--- src/rtl/cordic_link_pkg.sv ---
// Shared types and constants for the host side of the CORDIC byte link.
package cordic_link_pkg;

  typedef enum logic [1:0] {StIdle, StTx, StRx, StRsp} state_e;

  localparam int unsigned TX_BYTES = 4;
  localparam int unsigned RX_BYTES = 6;
  localparam int unsigned DEFAULT_TIMEOUT_CYC = 1024;

  // Byte positions on the link, least significant byte first.
  localparam logic [2:0] IdxXLo  = 3'd0;
  localparam logic [2:0] IdxXHi  = 3'd1;
  localparam logic [2:0] IdxYLo  = 3'd2;
  localparam logic [2:0] IdxYHi  = 3'd3;
  localparam logic [2:0] IdxMagLo   = 3'd0;
  localparam logic [2:0] IdxPhaseLo = 3'd2;

  function automatic logic [7:0] tx_byte(logic [15:0] x, logic [15:0] y, logic [2:0] idx);
    logic [7:0] b;
    case (idx)
      IdxXLo:  b = x[7:0];
      IdxXHi:  b = x[15:8];
      IdxYLo:  b = y[7:0];
      IdxYHi:  b = y[15:8];
      default: b = 8'h00;
    endcase
    return b;
  endfunction

endpackage

--- src/rtl/cordic_link_watchdog.sv ---
// Link inactivity counter: fires once LIMIT counted cycles pass without a clear.
module cordic_link_watchdog #(
  parameter int unsigned LIMIT = 1024
) (
  input  logic clk,
  input  logic rst_n,
  input  logic clear,
  input  logic en,
  output logic expired
);

  localparam int unsigned CntW = $clog2(LIMIT) + 1;

  logic [CntW-1:0] cnt_q;

  always_ff @(posedge clk) begin
    if (!rst_n) begin
      cnt_q <= '0;
    end else if (clear) begin
      cnt_q <= '0;
    end else if (en) begin
      cnt_q <= cnt_q + 1'b1;
    end
  end

  // Fires on the cycle whose increment would reach LIMIT.
  assign expired = en && !clear && (cnt_q == CntW'(LIMIT - 1));

endmodule

--- src/rtl/cordic_link_host.sv ---
// Host endpoint of the CORDIC byte link: 4-byte request out, 6-byte reply in.
// Optional watchdog abort enabled by defining CORDIC_HOST_TIMEOUT_EN.
module cordic_link_host
  import cordic_link_pkg::*;
#(
  parameter int unsigned WIDTH       = 16,
  parameter int unsigned PHASE_W     = 32,
  parameter int unsigned TIMEOUT_CYC = DEFAULT_TIMEOUT_CYC
) (
  input  logic               clk,
  input  logic               rst_n,
  input  logic               req_valid,
  output logic               req_ready,
  input  logic [WIDTH-1:0]   req_x,
  input  logic [WIDTH-1:0]   req_y,
  output logic               rsp_valid,
  input  logic               rsp_ready,
  output logic [WIDTH-1:0]   rsp_mag,
  output logic [PHASE_W-1:0] rsp_phase,
  output logic               rsp_timeout,
  output logic [7:0]         link_data_out,
  output logic               link_in_valid,
  input  logic               link_in_ready,
  input  logic [7:0]         link_data_in,
  input  logic               link_out_valid,
  output logic               link_out_ready
);

  localparam logic [2:0] TxLast = 3'(TX_BYTES - 1);
  localparam logic [2:0] RxLast = 3'(RX_BYTES - 1);

  state_e state_q, state_d;
  logic [2:0]         idx_q, idx_d;
  logic [WIDTH-1:0]   x_q, x_d, y_q, y_d;
  logic [39:0]        rx_buf_q, rx_buf_d;
  logic               req_ready_q, req_ready_d;
  logic               rsp_valid_q, rsp_valid_d;
  logic               rsp_timeout_q, rsp_timeout_d;
  logic [WIDTH-1:0]   mag_q, mag_d;
  logic [PHASE_W-1:0] phase_q, phase_d;
  logic [7:0]         data_out_q, data_out_d;
  logic               in_valid_q, in_valid_d;
  logic               out_ready_q, out_ready_d;
  logic               tx_hs, rx_hs;

  assign tx_hs = in_valid_q && link_in_ready;
  assign rx_hs = out_ready_q && link_out_valid;

`ifdef CORDIC_HOST_TIMEOUT_EN
  logic wd_clear, wd_en, wd_expired;

  assign wd_en    = (state_q == StTx) || (state_q == StRx);
  assign wd_clear = ((state_q == StIdle) && req_valid) || tx_hs || rx_hs;

  cordic_link_watchdog #(
    .LIMIT(TIMEOUT_CYC)
  ) u_watchdog (
    .clk    (clk),
    .rst_n  (rst_n),
    .clear  (wd_clear),
    .en     (wd_en),
    .expired(wd_expired)
  );
`else
  logic unused_timeout_cyc;
  assign unused_timeout_cyc = ^TIMEOUT_CYC;
`endif

  always_comb begin
    state_d       = state_q;
    idx_d         = idx_q;
    x_d           = x_q;
    y_d           = y_q;
    rx_buf_d      = rx_buf_q;
    req_ready_d   = req_ready_q;
    rsp_valid_d   = rsp_valid_q;
    rsp_timeout_d = rsp_timeout_q;
    mag_d         = mag_q;
    phase_d       = phase_q;
    data_out_d    = data_out_q;
    in_valid_d    = in_valid_q;
    out_ready_d   = out_ready_q;

    unique case (state_q)
      StIdle: begin
        if (req_valid) begin
          x_d         = req_x;
          y_d         = req_y;
          req_ready_d = 1'b0;
          data_out_d  = tx_byte(req_x, req_y, IdxXLo);
          in_valid_d  = 1'b1;
          idx_d       = '0;
          state_d     = StTx;
        end
      end
      StTx: begin
        if (tx_hs) begin
          if (idx_q == TxLast) begin
            in_valid_d  = 1'b0;
            out_ready_d = 1'b1;
            idx_d       = IdxMagLo;
            state_d     = StRx;
          end else begin
            idx_d      = idx_q + 3'd1;
            data_out_d = tx_byte(x_q, y_q, idx_q + 3'd1);
          end
        end
      end
      StRx: begin
        if (rx_hs) begin
          if (idx_q == RxLast) begin
            // Final phase byte goes straight to the output register.
            mag_d         = rx_buf_q[15:0];
            phase_d       = {link_data_in, rx_buf_q[39:8*IdxPhaseLo]};
            out_ready_d   = 1'b0;
            rsp_valid_d   = 1'b1;
            rsp_timeout_d = 1'b0;
            idx_d         = '0;
            state_d       = StRsp;
          end else begin
            rx_buf_d[{idx_q, 3'b000} +: 8] = link_data_in;
            idx_d = idx_q + 3'd1;
          end
        end
      end
      StRsp: begin
        if (rsp_ready) begin
          rsp_valid_d = 1'b0;
          req_ready_d = 1'b1;
          state_d     = StIdle;
        end
      end
      default: state_d = StIdle;
    endcase

`ifdef CORDIC_HOST_TIMEOUT_EN
    if (wd_expired) begin
      in_valid_d    = 1'b0;
      out_ready_d   = 1'b0;
      mag_d         = '0;
      phase_d       = '0;
      rsp_timeout_d = 1'b1;
      rsp_valid_d   = 1'b1;
      idx_d         = '0;
      state_d       = StRsp;
    end
`endif
  end

  always_ff @(posedge clk) begin
    if (!rst_n) begin
      state_q       <= StIdle;
      idx_q         <= '0;
      x_q           <= '0;
      y_q           <= '0;
      rx_buf_q      <= '0;
      req_ready_q   <= 1'b1;
      rsp_valid_q   <= 1'b0;
      rsp_timeout_q <= 1'b0;
      mag_q         <= '0;
      phase_q       <= '0;
      data_out_q    <= '0;
      in_valid_q    <= 1'b0;
      out_ready_q   <= 1'b0;
    end else begin
      state_q       <= state_d;
      idx_q         <= idx_d;
      x_q           <= x_d;
      y_q           <= y_d;
      rx_buf_q      <= rx_buf_d;
      req_ready_q   <= req_ready_d;
      rsp_valid_q   <= rsp_valid_d;
      rsp_timeout_q <= rsp_timeout_d;
      mag_q         <= mag_d;
      phase_q       <= phase_d;
      data_out_q    <= data_out_d;
      in_valid_q    <= in_valid_d;
      out_ready_q   <= out_ready_d;
    end
  end

  assign req_ready      = req_ready_q;
  assign rsp_valid      = rsp_valid_q;
  assign rsp_timeout    = rsp_timeout_q;
  assign rsp_mag        = mag_q;
  assign rsp_phase      = phase_q;
  assign link_data_out  = data_out_q;
  assign link_in_valid  = in_valid_q;
  assign link_out_ready = out_ready_q;

endmodule
--- config.mk ---
export PLATFORM = sky130hd
export DESIGN_NAME = cordic_link_host
export DESIGN_NICKNAME = d
export VERILOG_FILES = /design/src/rtl/cordic_link_pkg.sv /design/src/rtl/cordic_link_watchdog.sv /design/src/rtl/cordic_link_host.sv
export SDC_FILE = /design/constraint.sdc
export NUM_CORES = 1
export LEC_CHECK = 0
export CAP_MARGIN = 10
export CORE_UTILIZATION = 45
export CTS_CLUSTER_SIZE = 10
export DETAILED_ROUTE_END_ITERATION = 10
export PLACE_DENSITY = 0.71
export SKIP_CTS_REPAIR_TIMING = 1
export SYNTH_ARGS = -nofsm -noshare
export SYNTH_HDL_FRONTEND = slang
export SYNTH_SLANG_ARGS = --single-unit
--- constraint.sdc ---
create_clock -name clk -period 2.48 [get_ports clk]
set_input_delay 0.248 -clock clk [delete_from_list [all_inputs] [get_ports clk]]
set_output_delay 0.248 -clock clk [all_outputs]
set_load 0.01 [all_outputs]
---- Word level (Yosys, flattened, before mapping) ----
Index checks and enable logic that the tools add are counted.
storage, ports and cells
  register bits after elaboration ......... 137
  input bits .............................. 46
  logic and storage cells ................. 86
operators by class
  add/subtract/negate cells ............... 2
  equality and inequality tests ........... 15
  shifts and indexed selects .............. 2
  multiplexer cells ....................... 35
  bitwise operators ....................... 1
  reductions and logical operators ........ 19
operator list
  operator                  count
  $bwmux W40                1
  $shift A8 B8 Y40 const A  1
  $shiftx A8 B8 Y40         1
  $pmux W8 S4               1
  $mux W8                   3
  $pmux W8 S2               1
  $reduce_and A4 Y1         4
  $mux W3                   5
  $ne A2 B2 Y1 const B      7
  $mux W1                   12
  $mux W2                   6
  $eq A3 B2 Y1 const B      3
  $pmux W3 S3               1
  $reduce_and A3 Y1         3
  $neg A6 Y8                1
  $pmux W1 S2               4
  $pmux W2 S4               1
  $reduce_bool A2 Y1        4
  $reduce_and A6 Y1         1
  $reduce_and A5 Y1         1
  $eq A2 B2 Y1 const B      2
  $add A3 B1 Y3 const B     1
  $eq A3 B1 Y1 const B      1
  $eq A3 B3 Y1 const B      1
  other kinds (7)           8

---- Depth between registers and ports, before layout ----
  depth in word-level cells ............... 6
  depth in mapped cells ................... 10
  gate-level depth less buffers ........... 7

---- Least setup slack after synthesis ----
No wires, ideal clock.
  kind .................................... flip-flop to flip-flop
  start ................................... register idx_q[0]
  end ..................................... register rx_buf_q[0]
  library setup time ...................... 0.118 ns
  arrival ................................. 2.102 ns
  required time ........................... 2.362 ns
  setup slack ............................. 0.260 ns
  cell stages (with the launch flop) ...... 8
  buffers on the path ..................... 0
  clock period less this slack ............ 2.220 ns
  cell sequence ........................... dfxtp_1 -> inv_1 -> ha_1 -> ha_1 -> nor4b_1 -> nand4_1 -> mux2i_1 -> nor2b_1
on the way
  cells in the longest elaborated chain, start to end .. 3
  elaborated cells on any way between the ends .. 7
  classes of those cells .................. 1 x add/sub; 1 x eq/ne; 2 x shift; 1 x mux; 1 x bitwise; 1 x reduce/logical
RTL lines
  item                                                    RTL line                                          RTL
  start, declared                                         cordic_link_host.sv:33                            logic [2:0] idx_q, idx_d;
  start signal, assigned                                  cordic_link_host.sv:167                           idx_q <= idx_d;
  $neg A6 Y8 / $eq A3 B3 Y1 (equally long branches)       cordic_link_host.sv:121, cordic_link_host.sv:111
  $shiftx A8 B8 Y40 (tied with other cells)               cordic_link_host.sv:121                           rx_buf_d[{idx_q, 3'b000} +: 8] = link_data_in;
  $bwmux W40 / $reduce_and A3 Y1 (equally long branches)  n/a
  end signal, assigned                                    cordic_link_host.sv:170                           rx_buf_q <= rx_buf_d;
  end, declared                                           cordic_link_host.sv:35                            logic [39:0] rx_buf_q, rx_buf_d;
Several ways; a longest one is shown, not always the timed one.
A chain may end at the register's enable or synchronous reset.

---- Worst setup path after layout ----
  start ................................... register idx_q[1]
  end ..................................... register rx_buf_q[27]
The elaborated chain is that of the path after synthesis.

==> impl_metrics.ini <==
[floorplanning]
fp.dieW_um = 114
rows = 40
boundaryPins = 107
die_h_um = 114
initial_core_util_pct = 46.7
core_area_sq_um = 12100
dieArea_sq_um = 13000

[worst_hold_path]
hp-start = rst_n
hold_end = rx_buf_q[14]
min_path_type = in2reg
holdPathStages = 3

[worst_setup_path]
path_cells = inv_1 -> ha_1 -> ha_1 -> nand4b_4 -> or3_1 -> mux2i_1
critical_path_class = reg2reg
cp.required_ns = 2.77
r2r_slack_ns = 0.21
cp-start-kind = register
crit_fanout = 11
reg2reg_from = idx_q[1]
cpMaxStageDelayCell = or3_1
max_stage_delay_ns = 0.55
reg2reg_depth = 6
arrival_ns = 2.56
critPathCaptureType = register
r2r_end = rx_buf_q[27]
cpMostUsedCell = ha_1

[job]
maxCapViolCount = 0

[synth]
ys_ff_latch = 137
synth-edff-count = 0
synth.distinct_cells = 39
yosys.area.top_type = dfxtp_1
yosysTopAreaCellShare_pct = 48.5
synth_warnings = 0
ys_top_cells_by_area = dfxtp_1, nand2_1, a21boi_0, mux2i_1, ha_1
synth_area_sq_um = 5660
yosysSeqAreaShare_pct = 48.5
synth.most_common_cell = nand2_1
ys.flop_type = dfxtp_1
synth_common_cells = nand2_1, dfxtp_1, a21boi_0, mux2i_1, clkbuf_1
synthCells = 644
syn_area_per_cell_sq_um = 8.79
async_flop_share_pct = 0
synth_nets = 705

[detailed_routing]
drtIter0Drc = 329
wl_per_cell_um = 14.5
via_count = 4718
first_pass_iters = 5
drc = 0
viasPerCell = 5.13
drt-total-wl_um = 13300
antenna_left = 0

[clock_tree]
cts_root_buffer = clkbuf_16
cts-htree-levels = 4
cts_num_sinks = 137
cts_made_buffers = 17
clk_latency_ns = 0.43
cts_tree = built
path_clk_slew_ns = 0.06
clockBufferDepth = 2

[global_routing]
grt_most_used_layer = met2
gr-total-overflow = 0
use_met3_pct = 5.19
track_usage_pct = 22.0
grt_max_degree = 65
grt_pass1_wl_um = 22200
use_met2_pct = 35.7
grt_pass1_vias = 4494
grtUsageMet1_pct = 27.8
antenna_found_initial = 0

[pwr]
powerDensity_nw_per_um2 = 835
peakVddDrop_mv = 0.650
total_leakage_power_nw = 2.73

[cells_and_area]
antenna_cells = 0
area_growth_pct = 32.2
final_layout_size_suffix_gt1_share_pct = 7.05
fin_util_pct = 61.8
num-nets-final = 800

[timing]
hold_violations = 0
slew_viol_final = 0
fin_setup_tns_ns = 0
slew_headroom_pct = 57.7
whs_ns = 0.355
period_minus_slack_ns = 2.27
setup_viol = 0
worst_pin_slew_ns = 0.633
rsz0062_at_grt = no
period_share_pct = 91.4
finalWorstSetupSlack_ns = 0.214
skew_ns = 0.0105
fmax_ghz = 0.441

[place]
hpwl_um = 9090
port-buffer-count = 105
dpl_worst_slack_ns = 0.241
gp_congestion = 0.738

[run_status]
outcome = complete, no violations
layer usage:
layer,vias to the layer above,wire (um)
met5,-,0
met1,2210,5890
met4,0,244
met3,23,751
li1,2355,-
met2,130,6460
placed cells by master, fill, tap and decap left out, types with 2 or more instances in the layout:
cell,count
dfxtp_1,137
inv_1,10
clkbuf_8,5
a21boi_0,82
buf_12,2
buf_4,13
clkbuf_16,17
o21ai_0,12
mux2i_1,42
bufinv_16,2
clkbuf_1,3
a21oi_1,20
and2_1,3
nand2b_1,3
nor2b_1,9
nand2_1,210
ha_1,15
nand4_1,3
nand3_1,2
clkdlybuf4s50_1,104
nor2_1,6
a211oi_1,9
clkinv_2,4
a22oi_1,17
stage by stage:
| step | power (mW) | cells | cell area (sq um) |
|---|---|---|---|
| floorplan | 3.28 | 644 | 5660 |
| detailed placement | 3.76 | 888 | 6890 |
| global route | 6.55 | 920 | 7480 |
| finish | 6.25 | 920 | 7480 |
| global placement | 3.73 | 888 | 6890 |
| CTS | 6.28 | 920 | 7480 |
kinds of logic (layout without fill, tap and decap cells):
group / after synthesis / count (layout) / synth area share [%]
fa+ha+maj: 15 / 15 / 3.32
other cells: 1 / 1 / 0.0662
mux: 42 / 42 / 7.43
flops: 137 / 137 / 48.5
buf+inv: 53 / 161 / 3.71
simple gates: 248 / 248 / 18.5
compound gates: 148 / 148 / 18.5
report_power, final:
group / internal [mW] / switching (mW) / total [mW]
clock: 1.61 / 0.905 / 2.51
combinational: 0.537 / 0.686 / 1.22
sequential: 2.39 / 0.118 / 2.51
layout make-up:
class | count | area, sq um
well taps | 168 | 210
repair buffers | 119 | 1180
clock inverters | 7 | 88.8
flip-flops and latches | 137 | 2740
clock buffers | 25 | 505
inverters | 10 | 37.5
fillers | 1046 | 4630
multi-input cells | 454 | 2720
sequential cells by signal, summed over array words and instances (netlist names):
register	flops
rx_buf_q	40
rsp_phase	32
rsp_mag	16
x_q	16
y_q	16
link_data_out	8
idx_q	3
state_q	2
link_in_valid	1
link_out_ready	1
req_ready	1
rsp_valid	1
critical path: cells and delay by family, from the launching register on:
family        cells  cell delay (ns)
fa+ha+maj         2             0.74
simple gates      2             0.70
flops             1             0.42
mux               1             0.19
buf+inv           1             0.09
how the worst max path moves through the flow:
stage	from	endpoint	slack, ns	cells after the start
finish	idx_q[1]	rx_buf_q[27]	0.21	6
floorplan	idx_q[0]	rx_buf_q[0]	0.26	7
global route	idx_q[1]	rx_buf_q[24]	0.04	6
detailed placement	idx_q[1]	rx_buf_q[24]	0.24	6
global placement	idx_q[1]	rx_buf_q[30]	0.31	6
CTS	idx_q[1]	rx_buf_q[27]	0.21	6
No activity file was read; power rests on OpenSTA's default activity.
